File: src/rtl/cordic_prerotator.sv
// Quadrant pre-rotation front end for a CORDIC core: folds any input vector/angle
// into the first quadrant, with a one-output-plus-one-skid elastic buffer.
`timescale 1ns/1ps
module cordic_prerotator #(
  parameter int DATA_W = 16,
  parameter int ANG_W  = 16,
  parameter int TAG_W  = 4
) (
  input  logic                     clk,
  input  logic                     rst,
  input  logic                     in_valid,
  output logic                     in_ready,
  input  logic                     mode,
  input  logic signed [DATA_W-1:0] x_in,
  input  logic signed [DATA_W-1:0] y_in,
  input  logic [ANG_W-1:0]         theta_in,
  input  logic [TAG_W-1:0]         tag_in,
  output logic                     out_valid,
  input  logic                     out_ready,
  output logic signed [DATA_W-1:0] x_out,
  output logic signed [DATA_W-1:0] y_out,
  output logic [ANG_W-1:0]         theta_out,
  output logic [1:0]               quadrant,
  output logic                     mode_out,
  output logic [TAG_W-1:0]         tag_out,
  output logic                     sat
);

  localparam logic signed [DATA_W-1:0] MAX_POS = {1'b0, {(DATA_W-1){1'b1}}};
  localparam logic signed [DATA_W-1:0] MIN_NEG = {1'b1, {(DATA_W-1){1'b0}}};

  typedef struct packed {
    logic signed [DATA_W-1:0] x;
    logic signed [DATA_W-1:0] y;
    logic [ANG_W-1:0]         theta;
    logic [1:0]               q;
    logic                     mode;
    logic [TAG_W-1:0]         tag;
    logic                     sat;
  } beat_t;

  function automatic logic signed [DATA_W-1:0] neg_sat(input logic signed [DATA_W-1:0] v);
    if (v == MIN_NEG) return MAX_POS;
    return -v;
  endfunction

  function automatic logic neg_ovf(input logic signed [DATA_W-1:0] v);
    return (v == MIN_NEG);
  endfunction

  beat_t                     w_beat_p0;
  logic [1:0]                w_q_p0;
  logic signed [DATA_W-1:0]  w_nx_p0;
  logic signed [DATA_W-1:0]  w_ny_p0;
  logic                      w_xmin_p0;
  logic                      w_ymin_p0;

  beat_t r_out_p1;
  beat_t r_skid_p1;
  logic  r_vld_p1;
  logic  r_skid_vld_p1;
  logic  r_in_ready;

  logic w_accept;
  logic w_out_free;
  logic w_vld_nxt;
  logic w_skid_vld_nxt;
  logic w_load_out;
  logic w_out_sel_skid;
  logic w_load_skid;

  // Stage p0: quadrant selection and exact 90-degree fold of the incoming beat
  always_comb begin
    w_beat_p0 = '0;
    w_nx_p0   = neg_sat(x_in);
    w_ny_p0   = neg_sat(y_in);
    w_xmin_p0 = neg_ovf(x_in);
    w_ymin_p0 = neg_ovf(y_in);
    if (!mode) begin
      w_q_p0          = theta_in[ANG_W-1:ANG_W-2];
      w_beat_p0.theta = {2'b00, theta_in[ANG_W-3:0]};
    end else begin
      w_q_p0          = x_in[DATA_W-1] ? (y_in[DATA_W-1] ? 2'd2 : 2'd1)
                                       : (y_in[DATA_W-1] ? 2'd3 : 2'd0);
      w_beat_p0.theta = theta_in + {w_q_p0, {(ANG_W-2){1'b0}}};
    end
    w_beat_p0.q    = w_q_p0;
    w_beat_p0.mode = mode;
    w_beat_p0.tag  = tag_in;
    case (w_q_p0)
      2'd0: begin
        w_beat_p0.x   = x_in;
        w_beat_p0.y   = y_in;
        w_beat_p0.sat = 1'b0;
      end
      2'd1: begin
        w_beat_p0.x   = y_in;
        w_beat_p0.y   = w_nx_p0;
        w_beat_p0.sat = w_xmin_p0;
      end
      2'd2: begin
        w_beat_p0.x   = w_nx_p0;
        w_beat_p0.y   = w_ny_p0;
        w_beat_p0.sat = w_xmin_p0 | w_ymin_p0;
      end
      default: begin
        w_beat_p0.x   = w_ny_p0;
        w_beat_p0.y   = x_in;
        w_beat_p0.sat = w_ymin_p0;
      end
    endcase
  end

  always_comb begin
    w_accept       = in_valid && r_in_ready;
    w_out_free     = !r_vld_p1 || out_ready;
    w_vld_nxt      = r_vld_p1;
    w_skid_vld_nxt = r_skid_vld_p1;
    w_load_out     = 1'b0;
    w_out_sel_skid = 1'b0;
    w_load_skid    = 1'b0;
    if (w_out_free) begin
      // in_ready is low whenever the skid is full, so no accept competes with the refill
      if (r_skid_vld_p1) begin
        w_load_out     = 1'b1;
        w_out_sel_skid = 1'b1;
        w_skid_vld_nxt = 1'b0;
        w_vld_nxt      = 1'b1;
      end else begin
        w_load_out = w_accept;
        w_vld_nxt  = w_accept;
      end
    end else if (w_accept) begin
      w_load_skid    = 1'b1;
      w_skid_vld_nxt = 1'b1;
    end
  end

  // Stage p1: output register and skid register
  always_ff @(posedge clk) begin
    if (rst) begin
      r_vld_p1      <= 1'b0;
      r_skid_vld_p1 <= 1'b0;
      r_in_ready    <= 1'b0;
      r_out_p1      <= '0;
    end else begin
      r_vld_p1      <= w_vld_nxt;
      r_skid_vld_p1 <= w_skid_vld_nxt;
      r_in_ready    <= !w_skid_vld_nxt;
      if (w_load_out) r_out_p1 <= w_out_sel_skid ? r_skid_p1 : w_beat_p0;
    end
  end

  always_ff @(posedge clk) begin
    if (w_load_skid) r_skid_p1 <= w_beat_p0;
  end

  assign in_ready  = r_in_ready;
  assign out_valid = r_vld_p1;
  assign x_out     = r_out_p1.x;
  assign y_out     = r_out_p1.y;
  assign theta_out = r_out_p1.theta;
  assign quadrant  = r_out_p1.q;
  assign mode_out  = r_out_p1.mode;
  assign tag_out   = r_out_p1.tag;
  assign sat       = r_out_p1.sat;

endmodule

File: config.mk
export PLATFORM = sky130hd
export DESIGN_NAME = cordic_prerotator
export DESIGN_NICKNAME = d
export VERILOG_FILES = /design/src/rtl/cordic_prerotator.sv
export SDC_FILE = /design/constraint.sdc
export NUM_CORES = 1
export LEC_CHECK = 0
export CORE_MARGIN = 2
export CORE_UTILIZATION = 25
export CTS_BUF_LIST = sky130_fd_sc_hd__clkbuf_16
export CTS_CLUSTER_SIZE = 8
export DETAILED_ROUTE_END_ITERATION = 10
export DONT_BUFFER_PORTS = 1
export PLACE_DENSITY = 0.49
export SLEW_MARGIN = 5
export SYNTH_ARGS = -nofsm -noshare
export SYNTH_HDL_FRONTEND = slang
export SYNTH_SLANG_ARGS = --single-unit
File: constraint.sdc
create_clock -name clk -period 5.4 [get_ports clk]
set_clock_uncertainty 0.2 [all_clocks]
set_input_delay 0.54 -clock clk [delete_from_list [all_inputs] [get_ports clk]]
set_output_delay 0.54 -clock clk [all_outputs]
set_load 0.01 [all_outputs]
After elaboration in Yosys (flattened, before gate mapping)
Index checks and enable logic that the tools add are counted.
{ "classes": {"n_mux": 22, "bitwise_logic": 1, "n_eq_ne": 4, "n_addsub": 3, "n_reduce_logical": 5} }
{ "op_table": {"columns": ["operator", "count"], "rows": [
  ["32-bit one-hot mux with 3 select lines", 1],
  ["16-bit 2-to-1 mux", 5],
  ["56-bit 2-to-1 mux", 1],
  ["16-bit == test (second input constant)", 2],
  ["16-bit negator", 2],
  ["16-bit adder", 1],
  ["1-bit 2-to-1 mux", 10],
  ["2-bit 2-to-1 mux", 4],
  ["1-bit one-hot mux with 3 select lines", 1],
  ["2-bit by 1-bit == test with 1-bit output (second input constant)", 1],
  ["2-bit == test (second input constant)", 1],
  ["1-bit zero test", 2],
  ["2-bit zero test", 1],
  ["1-bit logical AND", 1],
  ["1-bit logical OR", 1],
  ["1-bit bitwise OR", 1]
]} }
{ "totals": {"input_bits": 57, "reg_bits": 115} }

Logic depth before layout (Yosys ltp)
{ "logic_depth": {"word_depth": 6, "depth_mapped": 10, "depth_no_buf": 9} }

Least setup slack after synthesis
OpenSTA, ideal clock, no wires.
{ "synth_timing": {"path_type": "input to register", "start": "input port x_in[8]", "end": "register r_out_p1 (netlist bit x_out[15])", "arrival_time_ns": 2.637, "stages": 8, "n_path_buf": 2, "setup_ns": 0.114, "setup_slack_ns": 2.448, "cell_sequence": "buf_6 -> or4_4 -> buf_6 -> or3_4 -> or3_1 -> a2111oi_2 -> a221oi_2 -> a21bo_1"} }
{ "synth_rtl": {"columns": ["element", "line_no", "rtl"], "rows": [
  ["from (decl)", "14", "input logic signed [DATA_W-1:0] x_in,"],
  ["to (signal assigned)", "150", "if (w_load_out) r_out_p1 <= w_out_sel_skid ? r_skid_p1 : w_beat_p0;"],
  ["to (decl)", "58", "beat_t r_out_p1;"]
]} }

==> impl_metrics.json <==
{
  "final_nets": 755,
  "worstPathArrival_ps": 2940,
  "ys_ff_latch": 115,
  "slew_headroom_pct": 29.42,
  "synth_top_cells_by_count": "nand2_1, dfxtp_1, a21oi_1, nor2_1, edfxtp_1",
  "synth_top_area_share_pct": 26.45,
  "whs_path_depth": 0,
  "drv_cap": 0,
  "cts.sinks": 115,
  "cp-start-kind": "input port",
  "finalSetupTns_ps": 0,
  "path_class": "input port to flop",
  "synth_area_um2": 6359,
  "cts_resized": 0,
  "drv_slew": 0,
  "grt_max_degree": 48,
  "grt_setup_unrepaired": "no",
  "place_hpwl_mm": 15.59,
  "ys_dominant_reg_cell": "dfxtp_1",
  "gr-total-overflow": 0,
  "crit_required_ps": 5370,
  "io_pins": 115,
  "outcome": "finished clean",
  "leakagePower_nw": 2.441,
  "worstReg2RegStart": "out_valid$_SDFFE_PP0N_",
  "fp-row-count": 58,
  "fmax_mhz": 336.6,
  "hold_violations": 0,
  "clockBufferDepth": 2,
  "r2r-end": "r_skid_p1[43]$_DFFE_PP_",
  "dpl_cell_area_um2": 6604,
  "synth_enable_flop_cells": 56,
  "total_power_mw": 2.407,
  "place.gp.congestion": 0.9071,
  "wl_per_cell_um": 21.59,
  "postSynthAreaPerCell_um2": 8.994,
  "finalCritPeriodShare_pct": 55.02,
  "drive_above_1_share_pct": 10.03,
  "io_buffers": 0,
  "dieArea_um2": 26730,
  "grt_antenna_before_repair": 0,
  "fp.coreArea_um2": 25110,
  "clockRootBuffer": "clkbuf_16",
  "clk_pin_slew_worst_paths_ps": 50,
  "synth_warnings": 0,
  "hold_path.class": "input port to flop",
  "die_w_um": 163.5,
  "period_minus_slack_ps": 2971,
  "numCtsBuffers": 17,
  "vias": 5702,
  "syn2layout_area_growth_pct": 16.47,
  "yosysTopAreaCell": "edfxtp_1",
  "grt_usage_pct": 16.94,
  "endpoint_kind": "flop",
  "ys_top_cells_by_area": "edfxtp_1, dfxtp_1, a21oi_1",
  "endpoint": "r_skid_p1[31]$_DFFE_PP_",
  "worstPathMaxFanout": 14,
  "synth_seq_area_share_pct": 45.02,
  "antenna_cells": 0,
  "tightest_slew_ps": 1032,
  "synthCells": 707,
  "via_per_inst": 5.493,
  "setup_viol": 0,
  "die_y_um": 163.5,
  "vdd_drop_max_mv": 0.2319,
  "clk_latency_ps": 410,
  "synth_cell_types": 69,
  "dr.pass1.iters": 6,
  "final_cell_area_um2": 7406,
  "p_per_area_nw_per_um2": 325.0,
  "drt-total-wl_mm": 22.41,
  "worst-r2r-cell-count": 4,
  "drt-initial-drc-count": 472,
  "r2r_slack_ps": 2640,
  "start_util_pct": 25.32,
  "cts_tree": "done",
  "synth_fp_nets": 767,
  "grt_pass1_vias": 5410,
  "yosysMostFrequentCell": "nand2_1",
  "ant_nets": 0,
  "synthArstFlopShare_pct": 0,
  "drc_errors": 0,
  "crit_start": "x_in[0]",
  "htreeDepth": 4,
  "grt_pass1_wl_mm": 34.19
}
==> layer usage <==
layer	track usage [%]	routed length, um	vias up
met1	22.86	10290	2744
met4	4.147	218	0
met3	6.425	2291	22
met5	0	0	-
met2	25.51	9612	251
li1	-	-	2685
==> flip-flops by register name, summed over array words and instances (netlist names) <==
name / flops
x_out: 16
theta_out: 16
r_skid_vld_p1: 1
r_skid_p1: 56
out_valid: 1
quadrant: 2
sat: 1
tag_out: 4
in_ready: 1
mode_out: 1
y_out: 16
==> cell type report <==
type	instances	area (um^2)
clock buffers	17	425.4
clock inverters	15	166.4
fillers	2676	17700
inverters	17	63.81
multi-input cells	516	3203
flip-flops and latches	115	2864
well taps	330	412.9
repair buffers	28	270.3
==> how the worst min path moves through the flow <==
stage,from,to,slack (ps)
after floorplan,x_out[6]$_SDFFE_PP0P_,x_out[6]$_SDFFE_PP0P_,280
final,mode,r_skid_p1[5]$_DFFE_PP_,30
after detailed placement,quadrant[0]$_SDFFE_PP0P_,quadrant[0]$_SDFFE_PP0P_,300
after global routing,mode,r_skid_p1[5]$_DFFE_PP_,4
after CTS,mode,r_skid_p1[5]$_DFFE_PP_,2
after global placement,quadrant[0]$_SDFFE_PP0P_,quadrant[0]$_SDFFE_PP0P_,300
==> logic make-up after synthesis <==
family / count (synthesis) / share of synthesized area (%)
AO/OA/AOI/OAI: 261 / 28.04
XOR/XNOR: 5 / 0.6887
adder cells (fa/ha/maj): 3 / 0.5904
buffers and inverters: 76 / 4.880
flip-flops: 115 / 45.02
multiplexers: 21 / 3.306
AND/OR/NAND/NOR: 226 / 17.47
==> power by group <==
part	leakage (nW)	switching, mW	internal [mW]
Sequential	0.988	0.0408	0.956
Combinational	1.17	0.178	0.108
Clock	0.285	0.405	0.720
Total	2.44	0.624	1.78
==> placed cells by master, fill, tap and decap left out, types with 8 or more instances in the layout <==
cell type / synthesis / layout
o21ai_0: 55 / 55
o311ai_0: 8 / 8
nor2_1: 57 / 56
o211ai_1: 8 / 8
a211oi_1: 27 / 27
nor3_1: 27 / 26
nor4_1: 13 / 13
a21bo_2: 8 / 8
buf_4: 0 / 8
a31oi_1: 11 / 11
inv_1: 17 / 19
clkbuf_16: 0 / 17
dfxtp_1: 59 / 58
dlygate4sd3_1: 0 / 19
edfxtp_1: 56 / 56
a21oi_1: 57 / 57
o22ai_1: 10 / 10
nand2_1: 67 / 67
mux2i_1: 21 / 20
or4_1: 8 / 8
==> worst max-delay path: stages <==
cell and delay, ps:
inv_1 40, ha_1 230, or3b_2 540, nor2_1 670
a21boi_0 270, o31a_1 290, o21ai_0 360
==> stage by stage <==
step                cells  setup WS, ps  utilization [%]  hold WS (ps)
floorplan             707          2448                -         275.6
global placement      986          2052            26.30         302.5
detailed placement    986          2024            26.30         303.6
CTS                  1038          2459            29.49         2.429
global route         1038          2250            29.49         3.879
finish               1038          2429            29.49         28.95
==> timing repair <==
action | in CTS | in global routing
buffers inserted | 0 | 0
hold endpoints to repair | 56 | 0
hold buffers | 20 | 0
Power figures use the tool's default switching activity.
